[src/rtl/seq_serializer.sv]
// seq_serializer: accepts DATA_W-bit words over valid/ready and shifts them out one bit per clock on seq.
// Define SEQ_SERIALIZER_PARITY_EN to append an even-parity bit after every word.
module seq_serializer #(
    parameter int DATA_W    = 8,
    parameter int LSB_FIRST = 0
) (
    input  logic              clk,
    input  logic              rst,
    input  logic [DATA_W-1:0] in_data,
    input  logic              in_valid,
    output logic              in_ready,
    output logic              seq,
    output logic              seq_valid,
    output logic              busy,
    output logic              frame_done
);

    localparam int CNT_W = $clog2(DATA_W + 1);
    localparam logic [CNT_W-1:0] LAST = CNT_W'(DATA_W - 1);

`ifdef SEQ_SERIALIZER_PARITY_EN
    typedef enum logic [1:0] {IDLE, SHIFT, PARITY} state_t;
`else
    typedef enum logic [0:0] {IDLE, SHIFT} state_t;
`endif

    state_t            state, state_n;
    logic [DATA_W-1:0] shreg, shreg_n, shifted;
    logic [CNT_W-1:0]  cnt, cnt_n;
    logic              seq_n, seq_valid_n, frame_done_n;
    logic              accept, last_bit, first_bit;
`ifdef SEQ_SERIALIZER_PARITY_EN
    logic              parity, parity_n;
`endif

    assign last_bit  = (state == SHIFT) && (cnt == LAST);
    assign busy      = (state != IDLE);
    assign accept    = in_valid && in_ready;
    assign shifted   = (LSB_FIRST != 0) ? (shreg >> 1) : (shreg << 1);
    assign first_bit = (LSB_FIRST != 0) ? in_data[0] : in_data[DATA_W-1];

    // The slot that may accept the next word is the final cycle of the current frame.
    always_comb begin
`ifdef SEQ_SERIALIZER_PARITY_EN
        in_ready = (state == IDLE) || (state == PARITY);
`else
        in_ready = (state == IDLE) || last_bit;
`endif
    end

    always_comb begin
        state_n      = state;
        shreg_n      = shreg;
        cnt_n        = cnt;
        seq_n        = 1'b0;
        seq_valid_n  = 1'b0;
        frame_done_n = 1'b0;
`ifdef SEQ_SERIALIZER_PARITY_EN
        parity_n     = parity;
`endif
        if (accept) begin
            // A reload puts the first bit straight onto seq, so streams have no bubble.
            state_n     = SHIFT;
            shreg_n     = in_data;
            cnt_n       = '0;
            seq_n       = first_bit;
            seq_valid_n = 1'b1;
`ifdef SEQ_SERIALIZER_PARITY_EN
            parity_n    = ^in_data;
`endif
        end else begin
            case (state)
                SHIFT: begin
                    if (last_bit) begin
                        cnt_n = '0;
`ifdef SEQ_SERIALIZER_PARITY_EN
                        state_n      = PARITY;
                        seq_n        = parity;
                        seq_valid_n  = 1'b1;
                        frame_done_n = 1'b1;
`else
                        state_n = IDLE;
`endif
                    end else begin
                        shreg_n     = shifted;
                        cnt_n       = cnt + CNT_W'(1);
                        seq_n       = (LSB_FIRST != 0) ? shifted[0] : shifted[DATA_W-1];
                        seq_valid_n = 1'b1;
`ifndef SEQ_SERIALIZER_PARITY_EN
                        frame_done_n = ((cnt + CNT_W'(1)) == LAST);
`endif
                    end
                end
`ifdef SEQ_SERIALIZER_PARITY_EN
                PARITY: state_n = IDLE;
`endif
                default: ;
            endcase
        end
    end

    always_ff @(posedge clk or posedge rst) begin
        if (rst) begin
            state      <= IDLE;
            shreg      <= '0;
            cnt        <= '0;
            seq        <= 1'b0;
            seq_valid  <= 1'b0;
            frame_done <= 1'b0;
`ifdef SEQ_SERIALIZER_PARITY_EN
            parity     <= 1'b0;
`endif
        end else begin
            state      <= state_n;
            shreg      <= shreg_n;
            cnt        <= cnt_n;
            seq        <= seq_n;
            seq_valid  <= seq_valid_n;
            frame_done <= frame_done_n;
`ifdef SEQ_SERIALIZER_PARITY_EN
            parity     <= parity_n;
`endif
        end
    end

endmodule
[config.mk]
export PLATFORM = sky130hd
export DESIGN_NAME = seq_serializer
export DESIGN_NICKNAME = d
export VERILOG_FILES = /design/src/rtl/seq_serializer.sv
export SDC_FILE = /design/constraint.sdc
export NUM_CORES = 1
export LEC_CHECK = 0
export ABC_CLOCK_PERIOD_IN_PS = 1700
export BUFFER_PORTS_ARGS = -buffer_cell sky130_fd_sc_hd__buf_2
export CAP_MARGIN = 10
export CELL_PAD_IN_SITES_DETAIL_PLACEMENT = 1
export CELL_PAD_IN_SITES_GLOBAL_PLACEMENT = 1
export CORE_MARGIN = 10
export CORE_UTILIZATION = 35
export CTS_CLUSTER_SIZE = 28
export DETAILED_ROUTE_END_ITERATION = 10
export GPL_ROUTABILITY_DRIVEN = 0
export PLACE_DENSITY_LB_ADDON = 0.25
export SYNTH_ARGS = -nofsm -noshare
export SYNTH_HDL_FRONTEND = slang
export SYNTH_SLANG_ARGS = --single-unit
export TNS_END_PERCENT = 50
[constraint.sdc]
create_clock -name clk -period 1.7 [get_ports clk]
set_clock_uncertainty 0.1 [all_clocks]
set_input_delay 0.34 -clock clk [delete_from_list [all_inputs] [get_ports clk]]
set_output_delay 0.34 -clock clk [all_outputs]
set_load 0.05 [all_outputs]
; ---- Yosys cells after proc, flatten, opt, wreduce, memory -nomap -nowiden
; Index checks and enable logic that the tools add are counted.
[word_totals]
register_bits = 14
in_bits = 11
output_inout_bits = 5
elab_cells = 30
[op_classes]
addsub = 1
n_eq_ne = 3
muxes = 15
n_bitwise = 1
n_reduce_logical = 5
[op_table]
columns = op, n
row1 = 7-bit two-way mux, 3
row2 = 4-bit two-way mux, 3
row3 = 1-bit two-way mux, 9
row4 = 4-bit by 3-bit == test with 1-bit output (second input constant), 2
row5 = 4-bit by 1-bit adder with 4-bit output (second input constant), 1
row6 = 1-bit logical AND, 2
row7 = 2-bit inequality test (second input constant), 1
row8 = 2-bit AND reduction, 1
row9 = 2-bit nonzero test, 1
row10 = 1-bit logical OR, 1
row11 = 1-bit inverter, 1

; ---- Logic depth before layout (Yosys ltp)
; Gate-level depths: netlist of the first run.
[logic_depth]
ltp_word = 6
mapped_depth = 5

; ---- Worst setup path before layout of the first run
; No wires, ideal clock.
[synth_path]
path_type = register to register
start = register state, in the netlist busy
end = register shreg[3]
setup_ns = 0.125
t_arrival_ns = 1.403
required_time_ns = 1.475
setup_slack_ns = 0.072
path_stages_with_launch = 5
path_buffers = 2
path_cell_list = dfrtp_1 -> buf_4 -> nand2_2 -> buf_6 -> mux2_4
[synth_between]
elab_chain_len = 5
elab_cells_between_ends = 8
[synth_rtl]
columns = item, line_no
row1 = "start, declared", 27  ; state_t state, state_n;
row2 = "start signal, assigned", 114  ; state <= state_n;
row3 = 1-bit logical AND / 1-bit inverter (equally long branches), "36, 47"
row4 = 1-bit logical OR *, 47  ; in_ready = (state == IDLE) || last_bit;
row5 = net in_ready, 11  ; output logic in_ready,
row6 = 1-bit logical AND *, 38  ; assign accept = in_valid && in_ready;
row7 = 2-bit inequality test (no line) / 2-bit nonzero test (equally long branches), --
row8 = 2-bit AND reduction (no line), --
row9 = "end signal, assigned", 115  ; shreg <= shreg_n;
row10 = "end, declared", 28  ; logic [DATA_W-1:0] shreg, shreg_n, shifted;
; The timed path passes the listed nets; every way through them passes the cells marked *.
; A chain may end at the register's enable or synchronous reset.

; ---- Worst setup path in the final report of the first run
[layout_path]
start = register cnt[0]
end = output port in_ready
[layout_between]
elab_chain_len = 3
[layout_rtl]
columns = item, line_no
row1 = "start, declared", 29  ; logic [CNT_W-1:0] cnt, cnt_n;
row2 = "start signal, assigned", 116  ; cnt <= cnt_n;
row3 = 4-bit by 3-bit == test with 1-bit output, 36  ; assign last_bit = (state == SHIFT) && (cnt == LAST);
row4 = 1-bit logical AND, 36
row5 = 1-bit logical OR, 47
row6 = "end, declared", 11
; No other way between the ends.

==> results_dict.tcl, run 1 <==
set metrics [dict create \
    tns_ns -0.0185 \
    cts_tree "done" \
    vias_per_cell 4.73 \
    numPortBuffers 15 \
    cp_slowest_cell "dfrtp_1" \
    yosys.area.top_type "dfrtp_1" \
    finalWirelength_um 1800 \
    endpoint_kind "output pin" \
    path_max_fanout 2 \
    grt_pass1_vias 584 \
    vdd_ir_drop_max_mv 0.683 \
    worstPathRequired_ns 1.26 \
    cts.sinks 14 \
    ys_top_cells_by_area "dfrtp_1 48%, mux2_4 10%, mux2_2 9.2%" \
    critPathMaxStageDelay_ns 0.41 \
    slew_headroom_pct 63.3 \
    ys.flop_type "dfrtp_1" \
    ys_ff_latch 14 \
    drt_iter0_drc 7 \
    period_minus_slack_ns 1.72 \
    min_period_over_period_pct 101 \
    fp.coreArea_um2 1980 \
    slew_viol_final 0 \
    antenna_found_initial 0 \
    seq_area_frac_synth_pct 47.9 \
    switching_share_pct 37.4 \
    yosys.cell_types.count 23 \
    ioPinCount 16 \
    setup_viol 1 \
    numCtsBuffers 3 \
    htree_levels 1 \
    ctsLongestPathBuffers 2 \
    layout.cells.non_filler 115 \
    violations "hold timing, setup timing" \
    yosys_warnings 0 \
    overflow 0 \
    status "finished with violations" \
    max_freq_mhz 582 \
    p_per_area_nw_per_um2 1690 \
    dr.pass1.iters 4 \
    place_hpwl_um 1190 \
    p_int_uw 1000 \
    num_rows 16 \
    initial_utilization_pct 36.9 \
    synth.avg_cell_area_um2 11.8 \
    drc 0 \
    cp.arrival_ns 1.28 \
    synth_top_cell_area_share_pct 47.9 \
    syn_area_um2 731 \
    drive_gt1_share_pct 50.0 \
    antennaDiodeCount 0 \
    grt_use_total_pct 8.41 \
    ys_top_cells_by_count "14 x dfrtp_1, 6 x mux2_2, 5 x mux2_4, 5 x nand2_1, 5 x o21ai_0" \
    nNetsFinal 102 \
    whs_ns -0.00841 \
    path_cells "ha_2, nand3b_1, nand2_2, buf_8" \
    fp.dieH_um 65.7 \
    post-route-util_pct 47.8 \
    path_depth 4 \
    syn_to_final_growth_pct 29.6 \
    path_class "reg -> out" \
    post-synth-top-count-cell "dfrtp_1" \
    rsz0062_at_grt "true" \
    p_leak_uw 0.000466 \
    async_flop_share_pct 100 \
    cap_violations 0 \
    place_ws_ns 0.0833 \
    die_area_um2 4320 \
    clk_latency_ns 0.28 \
    postSynthCellCount 62 \
    wl_per_cell_um 15.6 \
    synth_edf_count 0 \
    grt_pass1_wl_um 2820 \
    vias 544 \
    final_area_um2 947 \
    power.share.combinational_pct 50.7 \
    finalWorstSetupSlack_ns -0.0185 \
    worstMarginPinSlew_ns 0.550 \
    p_clk_share_pct 15.2 \
    dp_cells 102 \
    start_kind "flip-flop" \
    min_path_type "in -> async" \
    cts-root-buf "clkbuf_4" \
    p_switching_uw 599 \
    clk_pin_slew_ns 0.09 \
    die_w_um 65.7 \
    syn_nets 75 \
    p_seq_share_pct 34.1 \
    crit_family "flip-flops" \
    rr_worst_depth 8 \
    hold_viol 14 \
    placed_area_um2 830 \
    crit_buf_inv 1 \
    ant_nets 0 \
    grt_max_degree 15 \
]
## layout make-up
type / count / area, um^2
fill: 225 / 1030
inverter: 3 / 11.3
multi-input combinational: 41 / 334
timing repair buffer: 26 / 180
sequential: 14 / 352
clock buffer: 4 / 36.3
tap: 27 / 33.8
## repair_timing
action,in CTS,in global routing
gates resized for setup,4,1
hold buffers,0,0
buffers inserted,8,1
setup endpoints to repair,1,4
## through the flow
step	hold WS (ns)	total power (uW)
2_1_floorplan	0.129	1070
3_3_place_gp	0.316	1210
6_report	-0.00841	1600
3_5_place_dp	0.312	1230
5_1_grt	0.00475	1730
4_1_cts	0.000913	1580
## sequential cells by signal, summed over array words and instances, names as in the netlist
signal,flops
shreg,7
cnt,4
busy,1
frame_done,1
seq,1
## cell usage in the layout, fill, tap and decap left out, drive strengths merged
cell type	instances
nand2b	2
dfrtp	14
nor3b	1
xor2	1
mux2i	2
clkbuf	4
o21ai	5
nor2b	1
nand2	6
nor2	2
mux2	11
nand3b	1
o22ai	1
nand3	2
buf	26
inv	3
o31ai	1
ha	2
xnor2	1
a21oi	1
a31oi	1
## worst register-to-register path: stages (launching register included)
cell,delay (ns)
dfrtp_1,0.38
ha_2,0.19
nand3b_1,0.13
buf_4,0.16
buf_4,0.12
buf_4,0.12
buf_4,0.12
buf_4,0.13
a21oi_1,0.15
## power groups by stage
stage                     Sequential [uW]  Combinational, uW  Clock [uW]
final                                 546                813         244
after detailed placement              567                661           0
after global placement                555                651           0
after CTS                             544                789         250
after floorplan                       598                468           0
after global routing                  562                887         280
## layer usage
layer | GRT usage (%) | vias to the layer above | routed length [um]
met5 | 0 | - | 0
met4 | 3.21 | 0 | 14
met3 | 3.90 | 2 | 118
met2 | 12.7 | 14 | 884
met1 | 10.1 | 265 | 781
li1 | - | 263 | -
## final timing paths
kind | end | startpoint | slack (ns)
setup / recovery | in_ready | cnt[0] | -0.02
hold / removal | shreg[6] | rst | -0.008
setup reg to reg | shreg[0] | cnt[0] | 0.03
hold reg to reg | shreg[5] | shreg[4] | 0.41
max in group asynchronous | busy | rst | 1.12
min in group clk | seq | in_data[7] | 0.21
## cells by family after synthesis
family | Yosys count | share of synthesized area (%)
and+or+nand+nor | 15 | 10.4
AOI/OAI and AO/OA | 9 | 6.85
buffers and inverters | 7 | 6.68
xor gates and xnor gates | 2 | 2.40
adders and majority gates | 2 | 3.42
muxes | 13 | 22.3
DFF | 14 | 47.9
(Power assumes the default switching activity.)
==> inputs of run 2 (changes only) <==
--- a/config.mk
+++ b/config.mk
@@ -15,6 +15,7 @@
 export CTS_CLUSTER_SIZE = 28
 export DETAILED_ROUTE_END_ITERATION = 10
 export GPL_ROUTABILITY_DRIVEN = 0
+export HOLD_SLACK_MARGIN = 0.05
 export PLACE_DENSITY_LB_ADDON = 0.25
 export SYNTH_ARGS = -nofsm -noshare
 export SYNTH_HDL_FRONTEND = slang
==> run 2 against run 1 <==
The run ends with setup timing left. Critical path depth stayed put. Hold slack better by 0.22 ns. Non-clock buffer count is 1 higher. Combinational power hardly changed. Cell count is 0.87% higher. Flip-flop and latch count stayed put. Sequential share of layout area is 0.39 points lower. Clock-buffer cell count stayed put. Core utilization is 0.51 points higher. Power is 0.11% higher. Die area stayed put. Via count is 0.37% higher. Critical endpoint unchanged.
==> results_dict.tcl, run 2 (same netlist as run 1, synthesis figures left out) <==
set metrics [dict create \
    vdd_ir_drop_max_mv 0.683 \
    slew_headroom_pct 63.3 \
    worstPathRequired_ns 1.26 \
    die_w_um 65.7 \
    nNetsFinal 103 \
    largest_reg_flops 7 \
    path_class "reg -> out" \
    drt_iter0_drc 4 \
    start_kind "flip-flop" \
    initial_utilization_pct 36.9 \
    dp_cells 102 \
    crit_family "flip-flops" \
    cap_violations 0 \
    finalWirelength_um 1800 \
    p_per_area_nw_per_um2 1680 \
    tns_ns -0.0185 \
    numPortBuffers 15 \
    grt_max_degree 15 \
    crit_buf_inv 1 \
    cts-root-buf "clkbuf_4" \
    overflow 0 \
    slew_viol_final 0 \
    vias_per_cell 4.71 \
    cp.arrival_ns 1.28 \
    dr.pass1.iters 4 \
    drc 0 \
    fp.coreArea_um2 1980 \
    nFillCells 224 \
    ant_nets 0 \
    seq_area_um2 352 \
    reg_top3 "shreg x7, cnt x4" \
    numCtsBuffers 3 \
    finalWorstSetupSlack_ns -0.0185 \
    status "finished with violations" \
    multiInputGateArea_um2 334 \
    num_rows 16 \
    rsz0062_at_grt "true" \
    antennaDiodeCount 0 \
    drive_gt1_share_pct 49.4 \
    p_leak_uw 0.000470 \
    cp_slowest_cell "dfrtp_1" \
    grt_use_total_pct 8.44 \
    final_common_cell "buf_2" \
    clk_pin_slew_ns 0.09 \
    mostFrequentLayoutCells "14 x buf_2, 13 x dfrtp_1, 10 x buf_4" \
    grt_pass1_vias 590 \
    ctsLongestPathBuffers 2 \
    violations "setup timing" \
    max_freq_mhz 582 \
    die_area_um2 4320 \
    min_path_type "in -> reg" \
    setup_viol 1 \
    wl_per_cell_um 15.5 \
    ioPinCount 16 \
    regMostFlops "shreg" \
    clk_latency_ns 0.28 \
    path_max_fanout 2 \
    htree_levels 1 \
    endpoint_kind "output pin" \
    period_minus_slack_ns 1.72 \
    vias 546 \
    syn_to_final_growth_pct 31.0 \
    path_cells "ha_2, nand3b_1, nand2_2, buf_8" \
    antenna_found_initial 0 \
    hold_viol 0 \
    worstMarginPinSlew_ns 0.550 \
    cts.sinks 14 \
    grt_pass1_wl_um 2830 \
    fp.dieH_um 65.7 \
    cts_tree "done" \
    critPathMaxStageDelay_ns 0.41 \
    place_hpwl_um 1190 \
    layout.cells.non_filler 116 \
    min_period_over_period_pct 101 \
]
-- run 2: cell types whose count changed in the layout (fill, tap and decap cells not counted) --
cell	before	now
dlygate4sd3_1	0	1
-- run 2: what timing repair did --
action | CTS | global route
hold endpoints to repair | 14 | 0
setup endpoints to repair | 1 | 4
buffers inserted | 8 | 1
hold buffers | 1 | 0
resized for setup | 4 | 1
-- run 2: area by class of cell --
class,instances,area share (%)
clock buffers,4,3.79
inverters,3,1.18
multi-input cells,41,34.9
flip-flops and latches,14,36.7
well taps,27,3.53
repair buffers,27,19.9
-- run 2: power by group --
part	internal (uW)	switching, uW
Sequential	456	90.5
Clock	130	113
Combinational	419	395
-- run 2: through the flow --
stage | setup WS (ns) | util (%) | cell area [um^2] | hold WS (ns) | total power [uW]
after floorplan | 0.0724 | - | 731 | 0.129 | 1070
after CTS | 0.00688 | 47.9 | 948 | 0.206 | 1580
after global routing | -0.0778 | 48.3 | 957 | 0.209 | 1730
final | -0.0185 | 48.3 | 957 | 0.214 | 1600
after global placement | 0.158 | 41.9 | 830 | 0.316 | 1210
after detailed placement | 0.0833 | 41.9 | 830 | 0.312 | 1230
-- run 2: metal layers --
layer,share of wire [%],GRT usage [%],vias up
met4,0.78,3.21,0
li1,-,-,265
met1,43,10.1,265
met2,49,12.7,14
met3,7.2,4.07,2
met5,0,0,-
-- run 2: final timing paths --
| check | from | end | slack (ns) | cells past startpoint |
|---|---|---|---|---|
| worst max-delay path | cnt[0] | in_ready | -0.02 | 4 |
| worst min-delay path | in_data[7] | seq | 0.21 | 3 |
| worst max register to register | cnt[0] | shreg[0] | 0.03 | 8 |
| worst min register to register | shreg[4] | shreg[5] | 0.41 | 1 |
| max in group asynchronous | rst | busy | 0.57 | 3 |
| min in group asynchronous | rst | shreg[6] | 0.54 | 3 |
-- run 2: worst reg2reg max path, cell delays in order (launching register included) --
cell and delay, ns:
dfrtp_1 0.38, ha_2 0.19, nand3b_1 0.13, buf_4 0.16
buf_4 0.12, buf_4 0.12, buf_4 0.12, buf_4 0.13
a21oi_1 0.15
